`src/rtl/view_vector_sequencer.sv`:
```
// Builds forward/up/right view vectors from pitch and yaw using a shared sin/cos unit
// and a single time-shared 16x16 signed multiplier.
module view_vector_sequencer (
    input  logic        clk_100mhz,
    input  logic        rst_in,
    input  logic        start,
    input  logic [8:0]  pitch,
    input  logic [8:0]  yaw,
    output logic        trig_req,
    output logic [8:0]  trig_angle,
    output logic        trig_cos,
    input  logic        trig_ack,
    input  logic [15:0] trig_val,
    output logic        busy,
    output logic        done,
    output logic [15:0] x_fwd,
    output logic [15:0] y_fwd,
    output logic [15:0] z_fwd,
    output logic [15:0] x_up,
    output logic [15:0] y_up,
    output logic [15:0] z_up,
    output logic [15:0] x_right,
    output logic [15:0] y_right,
    output logic [15:0] z_right
);

    typedef enum logic [3:0] {
        IDLE, FETCH0, FETCH1, FETCH2, FETCH3, MUL0, MUL1, MUL2, MUL3, WRITE
    } state_t;

    state_t             state;
    state_t             state_next;
    logic [8:0]         pitch_lat;
    logic [8:0]         yaw_lat;
    logic signed [15:0] sp, cp, sy, cy;
    logic signed [15:0] prod_cpsy, prod_cpcy, prod_spsy, prod_spcy;
    logic signed [15:0] mul_a;
    logic signed [15:0] mul_b;
    logic signed [31:0] mul_full;

    // Q1.14 x Q1.14 -> Q1.14 by floor (arithmetic shift), no rounding or saturation.
    function automatic logic signed [15:0] q14_trunc(input logic signed [31:0] p);
        return $signed(p[29:14]);
    endfunction

    assign mul_full = mul_a * mul_b;

    always_ff @(posedge clk_100mhz or posedge rst_in) begin
        if (rst_in) state <= IDLE;
        else        state <= state_next;
    end

    always_comb begin
        state_next = state;
        trig_req   = 1'b0;
        trig_angle = 9'd0;
        trig_cos   = 1'b0;
        mul_a      = cp;
        mul_b      = sy;
        case (state)
            IDLE:   if (start) state_next = FETCH0;
            FETCH0: begin
                trig_req   = 1'b1;
                trig_angle = pitch_lat;
                if (trig_ack) state_next = FETCH1;
            end
            FETCH1: begin
                trig_req   = 1'b1;
                trig_angle = pitch_lat;
                trig_cos   = 1'b1;
                if (trig_ack) state_next = FETCH2;
            end
            FETCH2: begin
                trig_req   = 1'b1;
                trig_angle = yaw_lat;
                if (trig_ack) state_next = FETCH3;
            end
            FETCH3: begin
                trig_req   = 1'b1;
                trig_angle = yaw_lat;
                trig_cos   = 1'b1;
                if (trig_ack) state_next = MUL0;
            end
            MUL0:   state_next = MUL1;
            MUL1: begin
                mul_b      = cy;
                state_next = MUL2;
            end
            MUL2: begin
                mul_a      = sp;
                state_next = MUL3;
            end
            MUL3: begin
                mul_a      = sp;
                mul_b      = cy;
                state_next = WRITE;
            end
            WRITE:  state_next = IDLE;
            default: state_next = IDLE;
        endcase
    end

    always_ff @(posedge clk_100mhz or posedge rst_in) begin
        if (rst_in) begin
            busy      <= 1'b0;
            done      <= 1'b0;
            pitch_lat <= 9'd0;
            yaw_lat   <= 9'd0;
            sp        <= '0;
            cp        <= '0;
            sy        <= '0;
            cy        <= '0;
            prod_cpsy <= '0;
            prod_cpcy <= '0;
            prod_spsy <= '0;
            prod_spcy <= '0;
            x_fwd     <= '0;
            y_fwd     <= '0;
            z_fwd     <= '0;
            x_up      <= '0;
            y_up      <= '0;
            z_up      <= '0;
            x_right   <= '0;
            y_right   <= '0;
            z_right   <= '0;
        end else begin
            done <= 1'b0;
            case (state)
                IDLE: if (start) begin
                    pitch_lat <= pitch;
                    yaw_lat   <= yaw;
                    busy      <= 1'b1;
                end
                FETCH0: if (trig_ack) sp <= trig_val;
                FETCH1: if (trig_ack) cp <= trig_val;
                FETCH2: if (trig_ack) sy <= trig_val;
                FETCH3: if (trig_ack) cy <= trig_val;
                MUL0:   prod_cpsy <= q14_trunc(mul_full);
                MUL1:   prod_cpcy <= q14_trunc(mul_full);
                MUL2:   prod_spsy <= q14_trunc(mul_full);
                MUL3:   prod_spcy <= q14_trunc(mul_full);
                // All nine vector components change on the same edge.
                WRITE: begin
                    x_fwd   <= prod_cpsy;
                    y_fwd   <= -sp;
                    z_fwd   <= prod_cpcy;
                    x_up    <= prod_spsy;
                    y_up    <= cp;
                    z_up    <= prod_spcy;
                    x_right <= cy;
                    y_right <= 16'd0;
                    z_right <= -sy;
                    done    <= 1'b1;
                    busy    <= 1'b0;
                end
                default: ;
            endcase
        end
    end

endmodule
```
`config.mk`:
```
export PLATFORM = sky130hd
export DESIGN_NAME = view_vector_sequencer
export DESIGN_NICKNAME = d
export VERILOG_FILES = /design/src/rtl/view_vector_sequencer.sv
export SDC_FILE = /design/constraint.sdc
export NUM_CORES = 1
export LEC_CHECK = 0
export BUFFER_PORTS_ARGS = -buffer_cell sky130_fd_sc_hd__buf_2
export CORE_MARGIN = 8
export CORE_UTILIZATION = 55
export CTS_CLUSTER_DIAMETER = 200
export DETAILED_ROUTE_END_ITERATION = 12
export HOLD_SLACK_MARGIN = 0.08
export PLACE_DENSITY_LB_ADDON = 0.05
export SETUP_SLACK_MARGIN = 0.15
export SLEW_MARGIN = 5
export SYNTH_ARGS = -nofsm -noshare
export SYNTH_HDL_FRONTEND = slang
export SYNTH_SLANG_ARGS = --single-unit
```
`constraint.sdc`:
```
create_clock -name clk_100mhz -period 9.58 [get_ports clk_100mhz]
set_clock_uncertainty 0.1 [all_clocks]
set_input_delay 0.479 -clock clk_100mhz [delete_from_list [all_inputs] [get_ports clk_100mhz]]
set_output_delay 0.479 -clock clk_100mhz [all_outputs]
set_load 0.05 [all_outputs]
```
==> impl_metrics.ini <==
[placement]
place.detailed.hpwl_um = 44000
placement_stage_worst_setup_slack_ns = 0.596
gpl.final_weighted_congestion = 0.948
port_buffers = 178

[logic_synthesis]
synth_enable_flop_cells = 0
synth_seq_area_share = 0.340
yosysTopAreaCellShare = 0.340
synth.avg_cell_area_um2 = 9.77
synth_ff_type = sky130_fd_sc_hd__dfrtp_1
synth_top_area_cell = sky130_fd_sc_hd__dfrtp_1
ffs_w_async_s_r_synth = 1.00
synth_warnings = 0
synth_area_mm2 = 0.0206
synth.ff_latch_count = 280
ys_types = 59
yosys.cell_count.top_type = sky130_fd_sc_hd__nand2_1
netlist_top_cells_area = sky130_fd_sc_hd__dfrtp_1, sky130_fd_sc_hd__fa_1, sky130_fd_sc_hd__nand2_1
synth_commonest_cells = sky130_fd_sc_hd__nand2_1, sky130_fd_sc_hd__inv_1, sky130_fd_sc_hd__dfrtp_1
netlist_instances = 2109

[detailed_routing]
route.antenna.remaining_nets = 0
detailroute.via_count = 14900
route.detailed.wl_per_inst_um = 19.7
met3WireLength_um = 3310
drt-total-wl_um = 55000
drc = 0
first_iter_violations = 892
detailedRoute.firstPassIterationCount = 5
top_layer = met4
vias_per_cell = 5.36
met2_length_um = 26500
route.layer.met1.wl_um = 23600

[die]
boundaryPins = 195
core.rowCount = 71
placeableCoreArea_mm2 = 0.0373
chipWidth_um = 210
initial_core_util = 0.552
dieHeight_um = 210
die_area_mm2 = 0.0439

[critical_path]
ff2ff_setup_slack_ns = 0.73
worst-endpoint-required_ns = 9.89
criticalPathCategory = flop to flop
worstRegToRegCells = 25
rr_endpoint = prod_cpsy[13]
rr_startpoint = state[1]
cp-start-kind = flop
critical_path.max_fanout = 17
cp-end-kind = flop
path_common_cell = sky130_fd_sc_hd__fa_1
cp.arrival_ns = 9.16
slowest_stage = sky130_fd_sc_hd__mux2i_1
max_stage_delay_ns = 0.77
critPathLaunch = state[1]

[finish]
final_nets = 2655
flow.area_growth_from_synthesis_pct = 12.8
number_of_antenna_cells_inserted = 0
post_route_cells_drive_above_1_share = 0.168
fill_cell_instance_count_of_the_final_layout = 3249

[grt]
grt_usage = 0.254
grt.overflow.total = 0
antenna_found_initial = 0
first_global_vias = 15700
first_pass_grt_wire_length_um = 88000
grt_max_degree = 138

[sta]
fmax_mhz = 113
finalSetupViolCount = 0
rsz0062_at_grt = no
minimum_clock_period_after_layout_ns = 8.85
setup_ws_ns = 0.729
finalCritPeriodShare = 0.924
report.final.hold_viol_count = 0
fin_tns_setup_ns = 0
worst_pin_slew_ns = 1.02
remaining_max_slew_budget_at_the_tightest_pin = 0.304
drv_slew = 0

[clocking]
clk_transition_reported_paths_ns = 0.06
clk_latency_ns = 0.55
clock_sinks = 280
cts_max_level = 1
tritoncts.num_buffers = 29
clk_path_buf_depth = 3
clk_root_buffer_cell = sky130_fd_sc_hd__clkbuf_16
tritoncts = built
cts.repair_timing.setup_buffer_count = 0

[flow_run]
max_cap_viol_count = 0

[worst_hold_path]
hold_class = primary input to async pin

[run_status]
status = finished, final reports clean
placed cells by master (no fill, tap or decap), drive strengths merged, types with 3 or more instances in the layout:
master,synthesis,routed
o21ai,96,96
bufinv,0,5
buf,28,211
inv,287,288
conb,1,16
o31ai,8,8
a21oi,18,18
nor4b,3,3
xnor2,29,29
nor2,154,154
a22o,9,9
nand3b,5,5
a211oi,5,5
ha,78,78
and3,3,3
nor4,9,9
or2,4,4
nand4,5,5
nand3,11,11
nand2b,12,12
o21a,3,3
and2,3,3
mux2i,30,30
mux2,110,110
dfrtp,280,280
nor3b,3,3
nor2b,5,5
fa,247,247
clkbuf,66,42
xor2,24,24
a21o,10,10
dlygate4sd3,0,20
nor3,19,19
clkinv,0,3
nand2,513,513
or3,8,8
cells by family (layout without fill, tap and decap cells):
kind of cell | Yosys count | in the layout | share of synthesized area
other | 1 | 16 | 0.000182
adders and majority gates | 325 | 325 | 0.287
and+or+nand+nor | 765 | 765 | 0.152
xor gates and xnor gates | 54 | 54 | 0.0236
DFF | 280 | 280 | 0.340
muxes | 140 | 140 | 0.0747
buffers and inverters | 381 | 571 | 0.0726
AOI/OAI and AO/OA | 163 | 163 | 0.0491
worst max path at each step:
stage	to	slack (ns)	cells after the start
6_report	prod_cpsy[13]	0.73	25
5_1_grt	prod_cpsy[13]	0.23	25
4_1_cts	prod_cpsy[13]	0.55	22
3_5_place_dp	prod_cpsy[13]	0.60	22
3_3_place_gp	prod_cpsy[13]	0.82	22
2_1_floorplan	prod_cpsy[13]	1.16	25
sequential cells by signal, summed over array words and instances, names as in the netlist:
signal	flops
yaw_lat	9
prod_spsy	16
y_up	16
sp	16
cp	16
x_up	16
x_right	16
pitch_lat	9
done	1
z_right	16
prod_cpcy	16
prod_cpsy	16
prod_spcy	16
state	4
sy	16
x_fwd	16
busy	1
cy	16
z_up	16
y_fwd	16
z_fwd	16
routing by layer:
layer / global-route usage / up-vias
li1: - / 6910
met1: 0.344 / 7472
met2: 0.426 / 468
met3: 0.0362 / 84
met4: 0.0680 / 0
met5: 0 / -
cell type report:
class | instances | area (um^2) | share of cell area
Clock buffer | 42 | 845 | 0.0364
Multi-Input combinational cell | 1463 | 12200 | 0.524
Clock inverter | 11 | 193 | 0.00829
Inverter | 287 | 1090 | 0.0467
Tap cell | 474 | 593 | 0.0255
Sequential cell | 280 | 7010 | 0.302
Timing Repair Buffer | 231 | 1340 | 0.0576
critical path: cells and delay by family (launching register included):
family	cells	cell delay [ns]
buf+inv	5	0.51
simple gates	5	1.14
fa+ha+maj	7	3.33
flops	1	0.66
compound gates	6	2.02
mux	2	0.92
through the flow:
| stage | hold WS (ns) | instances | utilization | instance area (um^2) |
|---|---|---|---|---|
| after floorplan | 0.333 | 2124 | - | 20700 |
| after global placement | 0.347 | 2715 | 0.589 | 22000 |
| after detailed placement | 0.355 | 2715 | 0.589 | 22000 |
| after CTS | 0.0807 | 2788 | 0.622 | 23200 |
| after global routing | 0.0933 | 2788 | 0.623 | 23200 |
| final | 0.0513 | 2788 | 0.623 | 23200 |
timing repair:
item,4_1_cts,5_1_grt
hold endpoints to repair,20,0
hold buffers,20,0
endpoints found under the setup margin,0,15
gates resized for setup,0,3
Power is left out: the tool's default activity adds up to more than one toggle a clock period on the data nets, which glitch-free logic cannot reach.
